## src/rtl/oled_pkg.sv

```systemverilog
// Shared types and constants for the OLED SPI receiver: FSM state encoding,
// the tagged FIFO entry and the default transfer width.
package oled_pkg;

    localparam int SPI_BITS = 8;

    typedef enum logic [1:0] {
        RX_IDLE,
        RX_SHIFT,
        RX_PUSH
    } rx_state_t;

    typedef struct packed {
        logic                is_data;
        logic [SPI_BITS-1:0] data;
    } rx_entry_t;

endpackage

```

## src/rtl/oled_rx_fifo.sv

```systemverilog
// Synchronous show-ahead FIFO for tagged receive bytes. Pointers carry one
// extra wrap bit so full/empty come from a plain MSB compare.
module oled_rx_fifo
    import oled_pkg::*;
#(
    parameter int  DEPTH   = 16,
    parameter type entry_t = rx_entry_t
)
(
    input  logic   clk_i,
    input  logic   rst_ni,
    input  logic   push_i,
    input  entry_t wdata_i,
    input  logic   pop_i,
    output entry_t rdata_o,
    output logic   empty_o,
    output logic   push_ok_o
);

    localparam int AW = $clog2(DEPTH);
    localparam logic [AW:0] PTR_ONE = {{AW{1'b0}}, 1'b1};

    logic [AW:0] wrPtr_q, wrPtr_d;
    logic [AW:0] rdPtr_q, rdPtr_d;
    entry_t      mem_q [DEPTH];
    logic        full;
    logic        popOk;
    logic        pushOk;

    assign empty_o = (wrPtr_q == rdPtr_q);
    assign full    = (wrPtr_q[AW] != rdPtr_q[AW]) &&
                     (wrPtr_q[AW-1:0] == rdPtr_q[AW-1:0]);
    assign popOk   = pop_i && !empty_o;
    // A pop in the same cycle frees the head slot, so a push into a full FIFO still lands.
    assign pushOk  = push_i && (!full || popOk);
    assign push_ok_o = pushOk;

    assign rdata_o = empty_o ? '0 : mem_q[rdPtr_q[AW-1:0]];

    always_comb begin
        wrPtr_d = wrPtr_q;
        rdPtr_d = rdPtr_q;
        if (pushOk) wrPtr_d = wrPtr_q + PTR_ONE;
        if (popOk)  rdPtr_d = rdPtr_q + PTR_ONE;
    end

    always_ff @(posedge clk_i or negedge rst_ni) begin
        if (!rst_ni) begin
            wrPtr_q <= '0;
            rdPtr_q <= '0;
        end else begin
            wrPtr_q <= wrPtr_d;
            rdPtr_q <= rdPtr_d;
        end
    end

    always_ff @(posedge clk_i) begin
        if (pushOk) mem_q[wrPtr_q[AW-1:0]] <= wdata_i;
    end

endmodule

```

## src/rtl/oled_spi_receiver.sv

```systemverilog
// Oversampling SPI Mode 3 receiver for the SSD1331-style OLED link; bytes are
// tagged by D/C and queued in a show-ahead FIFO. Optional per-tag byte counters
// are enabled with the OLED_SPI_RX_COUNTERS_EN macro.
module oled_spi_receiver
    import oled_pkg::*;
#(
    parameter int DEPTH       = 16,
    parameter int BITS        = SPI_BITS,
    parameter int SYNC_STAGES = 2
)
(
    input  logic            sclk,
    input  logic            rst_n,
    input  logic            spi_clk,
    input  logic            cs,
    input  logic            mosi,
    input  logic            dc_c,
    output logic [BITS-1:0] rx_byte,
    output logic            rx_is_data,
    output logic            rx_valid,
    input  logic            rx_ready,
    output logic            frame_err,
    output logic            overflow,
    input  logic            ovf_clr,
    output logic            busy
`ifdef OLED_SPI_RX_COUNTERS_EN
    ,
    input  logic            cnt_clr,
    output logic [15:0]     cmd_count,
    output logic [15:0]     data_count
`endif
);

    typedef struct packed {
        logic            is_data;
        logic [BITS-1:0] data;
    } rx_word_t;

    localparam int CW = $clog2(BITS + 1);

    logic [1:0]             rstSync_q;
    logic                   rstInt_n;
    logic [SYNC_STAGES-1:0] clkSync_q, csSync_q, mosiSync_q, dcSync_q;
    logic                   clkS, csS;
    logic                   clkPrev_q, rise_q, bit_q, dc_q;

    rx_state_t       state_q, state_d;
    logic [CW-1:0]   bitCnt_q, bitCnt_d;
    logic [BITS-1:0] shift_q, shift_d;
    logic            dcTag_q, dcTag_d;
    logic            frameErr_q, frameErr_d;
    logic            overflow_q, overflow_d;
    logic            push;
    logic            pushOk;
    logic            fifoEmpty;
    rx_word_t        head;

    // Reset asserts immediately but releases on sclk so nothing leaves reset mid-cycle.
    always_ff @(posedge sclk or negedge rst_n) begin
        if (!rst_n) rstSync_q <= '0;
        else        rstSync_q <= {rstSync_q[0], 1'b1};
    end
    assign rstInt_n = rstSync_q[1];

    always_ff @(posedge sclk or negedge rstInt_n) begin
        if (!rstInt_n) begin
            clkSync_q  <= '1;
            csSync_q   <= '1;
            mosiSync_q <= '0;
            dcSync_q   <= '0;
            clkPrev_q  <= 1'b1;
            rise_q     <= 1'b0;
            bit_q      <= 1'b0;
            dc_q       <= 1'b0;
        end else begin
            clkSync_q  <= {clkSync_q[SYNC_STAGES-2:0], spi_clk};
            csSync_q   <= {csSync_q[SYNC_STAGES-2:0], cs};
            mosiSync_q <= {mosiSync_q[SYNC_STAGES-2:0], mosi};
            dcSync_q   <= {dcSync_q[SYNC_STAGES-2:0], dc_c};
            clkPrev_q  <= clkS;
            rise_q     <= clkS && !clkPrev_q && !csS;
            bit_q      <= mosiSync_q[SYNC_STAGES-1];
            dc_q       <= dcSync_q[SYNC_STAGES-1];
        end
    end

    assign clkS = clkSync_q[SYNC_STAGES-1];
    assign csS  = csSync_q[SYNC_STAGES-1];

    // A rise already in flight wins over a cs release, so the last bit is never lost.
    always_comb begin
        state_d    = state_q;
        bitCnt_d   = bitCnt_q;
        shift_d    = shift_q;
        dcTag_d    = dcTag_q;
        frameErr_d = 1'b0;
        push       = 1'b0;
        case (state_q)
            RX_IDLE: begin
                bitCnt_d = '0;
                shift_d  = '0;
                if (!csS) state_d = RX_SHIFT;
            end
            RX_SHIFT: begin
                if (rise_q) begin
                    shift_d  = {shift_q[BITS-2:0], bit_q};
                    bitCnt_d = bitCnt_q + CW'(1);
                    if (bitCnt_q == CW'(BITS - 1)) begin
                        dcTag_d = dc_q;
                        state_d = RX_PUSH;
                    end
                end else if (csS) begin
                    frameErr_d = (bitCnt_q != '0);
                    bitCnt_d   = '0;
                    state_d    = RX_IDLE;
                end
            end
            RX_PUSH: begin
                push     = 1'b1;
                bitCnt_d = '0;
                state_d  = csS ? RX_IDLE : RX_SHIFT;
            end
            default: state_d = RX_IDLE;
        endcase
    end

    always_comb begin
        overflow_d = overflow_q;
        if (ovf_clr)               overflow_d = 1'b0;
        else if (push && !pushOk)  overflow_d = 1'b1;
    end

    always_ff @(posedge sclk or negedge rstInt_n) begin
        if (!rstInt_n) begin
            state_q    <= RX_IDLE;
            bitCnt_q   <= '0;
            shift_q    <= '0;
            dcTag_q    <= 1'b0;
            frameErr_q <= 1'b0;
            overflow_q <= 1'b0;
        end else begin
            state_q    <= state_d;
            bitCnt_q   <= bitCnt_d;
            shift_q    <= shift_d;
            dcTag_q    <= dcTag_d;
            frameErr_q <= frameErr_d;
            overflow_q <= overflow_d;
        end
    end

    oled_rx_fifo #(
        .DEPTH   (DEPTH),
        .entry_t (rx_word_t)
    ) u_fifo (
        .clk_i     (sclk),
        .rst_ni    (rstInt_n),
        .push_i    (push),
        .wdata_i   ({dcTag_q, shift_q}),
        .pop_i     (rx_ready),
        .rdata_o   (head),
        .empty_o   (fifoEmpty),
        .push_ok_o (pushOk)
    );

    assign rx_byte    = head.data;
    assign rx_is_data = head.is_data;
    assign rx_valid   = !fifoEmpty;
    assign frame_err  = frameErr_q;
    assign overflow   = overflow_q;
    assign busy       = !csS;

`ifdef OLED_SPI_RX_COUNTERS_EN
    logic [15:0] cmdCnt_q, cmdCnt_d;
    logic [15:0] dataCnt_q, dataCnt_d;

    // Only bytes actually accepted by the FIFO count; both saturate at all-ones.
    always_comb begin
        cmdCnt_d  = cmdCnt_q;
        dataCnt_d = dataCnt_q;
        if (cnt_clr) begin
            cmdCnt_d  = '0;
            dataCnt_d = '0;
        end else if (pushOk) begin
            if (dcTag_q && dataCnt_q != 16'hFFFF)      dataCnt_d = dataCnt_q + 16'd1;
            else if (!dcTag_q && cmdCnt_q != 16'hFFFF) cmdCnt_d  = cmdCnt_q + 16'd1;
        end
    end

    always_ff @(posedge sclk or negedge rstInt_n) begin
        if (!rstInt_n) begin
            cmdCnt_q  <= '0;
            dataCnt_q <= '0;
        end else begin
            cmdCnt_q  <= cmdCnt_d;
            dataCnt_q <= dataCnt_d;
        end
    end

    assign cmd_count  = cmdCnt_q;
    assign data_count = dataCnt_q;
`endif

endmodule

```

## config.mk

```make
export PLATFORM = sky130hd
export DESIGN_NAME = oled_spi_receiver
export DESIGN_NICKNAME = d
export VERILOG_FILES = /design/src/rtl/oled_pkg.sv /design/src/rtl/oled_rx_fifo.sv /design/src/rtl/oled_spi_receiver.sv
export SDC_FILE = /design/constraint.sdc
export NUM_CORES = 1
export LEC_CHECK = 0
export BUFFER_PORTS_ARGS = -buffer_cell sky130_fd_sc_hd__buf_2
export CAP_MARGIN = 20
export CORE_ASPECT_RATIO = 1.5
export CORE_MARGIN = 3
export CORE_UTILIZATION = 55
export DETAILED_ROUTE_END_ITERATION = 6
export HOLD_SLACK_MARGIN = 0.03
export PLACE_DENSITY = 0.81
export SLEW_MARGIN = 25
export SYNTH_ARGS = -nofsm -noshare
export SYNTH_HDL_FRONTEND = slang
export SYNTH_SLANG_ARGS = --single-unit
```

## constraint.sdc

```tcl
create_clock -name sclk -period 2.3 [get_ports sclk]
set_input_delay 0.115 -clock sclk [delete_from_list [all_inputs] [get_ports sclk]]
set_output_delay 0.115 -clock sclk [all_outputs]
set_load 0.02 [all_outputs]
```

==> results of run 1 <==
## power by group
part / total [mW] / switching (mW) / internal [mW]
clock network: 2.88 / 1.41 / 1.47
logic: 2.43 / 1.23 / 1.20
registers: 3.75 / 0.113 / 3.63
total: 9.06 / 2.75 / 6.30
## cell type report
class                      count  area share [%]
clock buffer                  17           4.887
timing repair buffer          57           6.152
multi-input combinational    179           22.42
inverter                      17          0.7331
tap                          159           2.285
clock inverter                15           1.969
sequential                   185           61.55
## worst max-delay path, delay by kind of cell (launching register included)
family / cells / cell delay [ns]
multiplexers: 1 / 0.53
AO/OA/AOI/OAI: 2 / 0.32
flip-flops: 1 / 0.45
buffers and inverters: 3 / 0.47
## metrics by stage
step           worst slack, ns  cells  instance area, um2  util (%)  setup TNS, ns
2_1_floorplan           0.1291    403                7370         -              0
3_3_place_gp            0.2580    581                7741     59.47              0
3_5_place_dp            0.2321    581                7741     59.47              0
4_1_cts              0.0008267    628                8642     66.39              0
5_1_grt               -0.07013    629                8705     66.87        -0.4180
6_report              -0.01288    629                8705     66.87       -0.01690
## cells by family after synthesis
kind of cell | synth area share [%]
flops | 72.87
buf+inv | 2.213
mux | 11.64
simple gates | 4.885
xor+xnor | 1.651
compound gates | 5.498
fa+ha+maj | 1.191
other cells | 0.05101
## cells in the final DEF (no fill, tap or decap), drive strengths merged, types with 3 or more instances in the layout
| cell | count |
|---|---|
| ha | 7 |
| nor2 | 10 |
| clkinv | 6 |
| dfrtp | 36 |
| xnor2 | 3 |
| clkbuf | 18 |
| a22o | 8 |
| a21oi | 14 |
| nor3b | 3 |
| a22oi | 20 |
| nand2 | 13 |
| and3 | 7 |
| and2 | 3 |
| inv | 26 |
| buf | 48 |
| and4b | 3 |
| mux2 | 4 |
| mux4 | 36 |
| o21ai | 9 |
| nor2b | 7 |
| dfstp | 5 |
| xor2 | 10 |
| dlygate4sd3 | 7 |
| edfxtp | 144 |
## metal layers
layer	track usage [%]	routed length, um	vias up
li1	-	-	1701
met1	30.26	6042	2049
met2	37.88	8477	170
met3	5.146	950	32
met4	6.473	399	0
met5	0	0	-
## repair_timing
action                                 CTS  global route
endpoints found under the hold margin    7             0
setup endpoints to repair               10             9
pin swaps                                3             4
gates cloned                             4             1
hold buffers                             7             0
resized for setup                       20            10
buffers inserted                         4             0
## flip-flops by register name, indices dropped and copies added (netlist names)
register / flops
u_fifo.mem_q: 144
shift_q: 8
u_fifo.rdPtr_q: 5
u_fifo.wrPtr_q: 5
bitCnt_q: 4
clkSync_q: 2
csSync_q: 2
dcSync_q: 2
mosiSync_q: 2
rstSync_q: 2
state_q: 2
bit_q: 1
clkPrev_q: 1
dcTag_q: 1
dc_q: 1
frame_err: 1
overflow: 1
rise_q: 1
## how the worst min path moves through the flow
stage                   from           endpoint  slack (ns)
floorplan              rst_n       rstSync_q[0]       -0.18
global placement       rst_n       rstSync_q[0]        -0.1
detailed placement     rst_n       rstSync_q[0]        -0.1
CTS                 rx_ready  u_fifo.rdPtr_q[2]        0.10
global route        rx_ready  u_fifo.rdPtr_q[2]        0.13
finish              rx_ready  u_fifo.rdPtr_q[2]        0.12
==> flow_metrics.py, run 1 <==
metrics = {
    "yosys": {
        "ys_top_cells_by_area": "edfxtp_1 (59%), dfrtp_1 (12%), mux4_2 (11%)",
        "synth_seq_area_share_pct": 72.87,
        "synth_cell_types": 44,
        "synthFlopType": "edfxtp_1",
        "synth.avg_cell_area_um2": 18.24,
        "syn_nets": 418,
        "yosysMostFrequentCell": "edfxtp_1",
        "ys_warn_count": 0,
        "async_flop_share_pct": 22.16,
        "synth_cells": 403,
        "ys_ff_latch": 185,
        "yosys.area.top_type_share_pct": 58.83,
        "synth_area_mm2": 0.007351,
        "synthTopCellsByCount": "edfxtp_1 (144), dfrtp_1 (36), mux4_2 (36)",
        "synth_largest_area_cell": "edfxtp_1",
        "synth_edf_count": 144,
    },
    "detailed_routing": {
        "vias": 3952,
        "postRouteAntennaNets": 0,
        "detail_route.first_pass.iterations": 5,
        "drc": 0,
        "drt-total-wl_mm": 15.87,
        "avgRoutedWirePerCell_um": 25.23,
        "vias_per_cell": 6.283,
        "drtIter0Drc": 397,
    },
    "global_route": {
        "grt_usage_pct": 22.74,
        "grt_pass1_vias": 4000,
        "grt_max_degree": 40,
        "antenna_found_initial": 0,
        "grt-ovfl-total": 0,
        "grt_pass1_wl_mm": 24.38,
    },
    "outcome": {
        "violations": "negative setup slack",
        "status": "finished with violations",
    },
    "clock_network": {
        "cts.clk_slew.worst_paths_ns": 0.07,
        "cts-buffers-inserted": 17,
        "clk_path_buf_depth": 2,
        "cts_sinks": 185,
        "root_buffer": "clkbuf_16",
        "clock_latency_ns": 0.43,
        "cts_tree": "done",
        "ctsHtreeMaxLevel": 4,
    },
    "critical_path": {
        "worstRegToRegCells": 5,
        "cp_cell_sequence": "buf_12 > buf_16 > mux4_2 > a22oi_2 > a21oi_1 > buf_2",
        "timing.rr.start": "u_fifo.rdPtr_q[0]",
        "critPathLaunchType": "flip-flop",
        "r2r_end": "u_fifo.mem_q[8][5]",
        "worstSetupPathType": "reg -> out",
        "crit_slowest_cell": "mux4_2",
        "arrival_ns": 2.20,
        "cp-endpoint": "rx_byte[5]",
        "cpPeakStageDelay_ns": 0.53,
        "startpoint": "u_fifo.rdPtr_q[0]",
        "worstPathMaxFanout": 9,
        "cp.required_ns": 2.18,
        "rrSetupSlack_ns": 0.18,
        "cp-end-kind": "output pin",
    },
    "cells_and_area": {
        "finalNetCount": 472,
        "seq_area_mm2": 0.005358,
        "area_growth_pct": 18.42,
        "antenna_cells": 0,
        "fillCellCount": 817,
        "drive_gt1_share_pct": 32.55,
        "multi_input_area_mm2": 0.001952,
    },
    "timing": {
        "worst_hold_slack_ns": 0.1199,
        "rsz0062_at_grt": "yes",
        "slew_headroom_pct": 44.96,
        "post-route-min-period_ns": 2.313,
        "tightest_slew_ns": 0.8255,
        "finalHoldViolCount": 0,
        "setup_viol": 2,
        "fin_skew_ns": 0.01398,
        "fin_ws_ns": -0.01288,
        "max_freq_ghz": 0.4324,
        "final-max-slew-violation-count": 0,
        "post-route-period-util_pct": 100.6,
    },
    "power": {
        "irDropWorstVdd_v": 0.0007534,
        "power.total_mw": 9.057,
        "leakage_nw": 2.937,
        "power_density_mw_per_mm2": 1040,
    },
    "floorplan": {
        "die_width_um": 100.4,
        "num_rows": 51,
        "core_area_mm2": 0.01302,
        "initial_core_util_pct": 56.47,
        "die_height_um": 147.6,
        "die_area_mm2": 0.01482,
        "io_pins": 21,
    },
    "placement": {
        "io_buffers": 20,
        "dpl.hpwl_mm": 9.189,
        "place_congestion": 0.8147,
    },
    "job": {
        "maxCapViolations": 0,
    },
    "min_path": {
        "worstHoldPathType": "in -> reg",
        "whs_path_depth": 4,
    },
}
No activity file was read; power rests on OpenSTA's default activity.
==> inputs of run 2 (changes only) <==
--- a/config.mk
+++ b/config.mk
@@ -13,6 +13,7 @@
 export DETAILED_ROUTE_END_ITERATION = 6
 export HOLD_SLACK_MARGIN = 0.03
 export PLACE_DENSITY = 0.81
+export SETUP_SLACK_MARGIN = 0.3
 export SLEW_MARGIN = 25
 export SYNTH_ARGS = -nofsm -noshare
 export SYNTH_HDL_FRONTEND = slang
==> run 2 against run 1 <==
  * The run still ends with negative setup slack left
  * Die area stayed put
  * Global-route usage increased by 0.99 points
  * Power up 1.9%
  * Sequential cell count stayed put
  * Final cell count grew 1.7%
  * Hold slack gained 0.018 ns
  * Critical path type unchanged
  * Critical endpoint is now rx_byte[7]
==> flow_metrics.py, run 2 (synthesis gave the netlist of run 1 again) <==
metrics = {
    "outcome": {
        "status": "finished with violations",
        "violations": "negative setup slack",
    },
    "power": {
        "power_density_mw_per_mm2": 1039,
        "leakage_nw": 2.989,
        "power.total_mw": 9.229,
        "irDropWorstVdd_v": 0.0007796,
    },
    "min_path": {
        "worstHoldPathType": "in -> reg",
        "hold_start": "rx_ready",
    },
    "timing": {
        "final-max-slew-violation-count": 0,
        "fin_skew_ns": 0.01371,
        "slew_headroom_pct": 47.06,
        "fin_ws_ns": -0.001871,
        "tns_ns": -0.001871,
        "tightest_slew_ns": 0.7941,
        "finalHoldViolCount": 0,
        "rsz0062_at_grt": "yes",
        "post-route-period-util_pct": 100.1,
        "post-route-min-period_ns": 2.302,
        "max_freq_ghz": 0.4344,
        "setup_viol": 1,
    },
    "cells_and_area": {
        "final_common_cell": "edfxtp_1",
        "fillCellCount": 799,
        "largest_reg_flops": 144,
        "instances_no_fill": 640,
        "final_cell_mix": "edfxtp_1 (144), mux4_2 (36), dfrtp_1 (34)",
        "area_growth_pct": 20.82,
        "drive_gt1_share_pct": 36.38,
        "finalNetCount": 483,
        "final_util_pct": 68.22,
        "antenna_cells": 0,
    },
    "placement": {
        "io_buffers": 20,
        "place_ws_ns": 0.2321,
        "dpl.hpwl_mm": 9.189,
        "dpl.cell_count": 581,
        "place_congestion": 0.8147,
    },
    "floorplan": {
        "die_width_um": 100.4,
        "num_rows": 51,
        "die_area_mm2": 0.01482,
        "io_pins": 21,
        "initial_core_util_pct": 56.47,
        "die_height_um": 147.6,
        "core_area_mm2": 0.01302,
    },
    "detailed_routing": {
        "vias_per_cell": 6.369,
        "postRouteAntennaNets": 0,
        "drtIter0Drc": 400,
        "detail_route.first_pass.iterations": 5,
        "avgRoutedWirePerCell_um": 26.29,
        "drt-total-wl_mm": 16.83,
        "drc": 0,
        "vias": 4076,
    },
    "critical_path": {
        "cp.required_ns": 2.18,
        "path_delay_family": "multiplexers",
        "startpoint": "u_fifo.rdPtr_q[0]",
        "arrival_ns": 2.19,
        "timing.rr.start": "u_fifo.rdPtr_q[0]",
        "cp-end-kind": "output pin",
        "critPathLaunchType": "flip-flop",
        "worstPathMaxFanout": 5,
        "crit_slowest_cell": "mux4_2",
        "cpPeakStageDelay_ns": 0.53,
        "worstSetupPathType": "reg -> out",
        "cp_cell_sequence": "buf_4 > buf_12 > mux4_2 > a22oi_2 > a21oi_2 > buf_4",
        "cp_num_buf_inv": 3,
        "cpMostUsedCell": "buf_4",
    },
    "clock_network": {
        "clock_latency_ns": 0.44,
        "cts.clk_slew.worst_paths_ns": 0.07,
        "clk_path_buf_depth": 2,
        "ctsHtreeMaxLevel": 4,
        "root_buffer": "clkbuf_16",
        "cts_tree": "done",
        "cts-buffers-inserted": 17,
        "cts_sinks": 185,
    },
    "global_route": {
        "grt-ovfl-total": 0,
        "grt_max_degree": 40,
        "grt_usage_pct": 23.73,
        "antenna_found_initial": 0,
        "grt_pass1_wl_mm": 25.24,
        "grt_pass1_vias": 4080,
    },
    "job": {
        "maxCapViolations": 0,
    },
}
## run 2: cell types whose count changed in the layout (fill, tap and decap cells not counted), sizes merged
cell    previous run  this run
and2               3         4
buf               48        58
bufbuf             1         0
clkbuf            18        19
## run 2: worst register-to-register path, cell delays in order (launching register included)
cell      delay, ns
dfrtp_2        0.46
buf_4          0.18
xor2_4         0.20
nor4_4         0.06
a21oi_2        0.17
buf_6          0.16
nor4bb_4       0.24
buf_4          0.17
buf_4          0.13
## run 2: per-stage QoR
| stage | cell area (um2) | hold WS [ns] |
|---|---|---|
| after floorplan | 7370 | -0.1806 |
| after global placement | 7741 | -0.09989 |
| after detailed placement | 7741 | -0.09811 |
| after CTS | 8763 | 0.1049 |
| after global routing | 8881 | 0.1378 |
| final | 8881 | 0.1377 |
## run 2: repair_timing
item                                   4_1_cts  5_1_grt
endpoints found under the hold margin        7        0
hold buffers                                 7        0
gates resized for setup                     46       16
gates cloned                                 7        2
pin swaps                                    8        2
setup buffers                                8        3
setup endpoints to repair                   82      133
## run 2: metal layers
metal | vias to the layer above | part of all wire (%) | track usage [%]
li1 | 1722 | - | -
met1 | 2102 | 36 | 30.66
met2 | 223 | 55 | 40.24
met3 | 29 | 6.6 | 5.052
met4 | 0 | 1.9 | 7.620
met5 | - | 0 | 0
## run 2: cell type report
class | count | area (um2) | area share [%]
clock inverters | 15 | 171.4 | 1.930
inverters | 17 | 63.81 | 0.7185
repair buffers | 67 | 643.1 | 7.241
multi-input cells | 180 | 2019 | 22.74
flip-flops and latches | 185 | 5359 | 60.34
clock buffers | 17 | 425.4 | 4.790
well taps | 159 | 198.9 | 2.240
## run 2: report_power, final
| group | internal, mW | switching (mW) |
|---|---|---|
| sequential | 3.64 | 0.0953 |
| combinational | 1.28 | 1.33 |
| clock | 1.47 | 1.41 |
| total | 6.39 | 2.84 |
## run 2: worst paths after layout
kind                       cells past startpoint  slack [ns]                  to
setup reg to reg                               8        0.24  u_fifo.mem_q[0][0]
max in group asynchronous                      1        1.64   u_fifo.rdPtr_q[2]
hold / removal                                 4        0.14   u_fifo.rdPtr_q[2]
min in group asynchronous                      1        0.29         dcSync_q[0]
hold reg to reg                                1        0.29         dcSync_q[0]
setup / recovery                               6      -0.002          rx_byte[7]
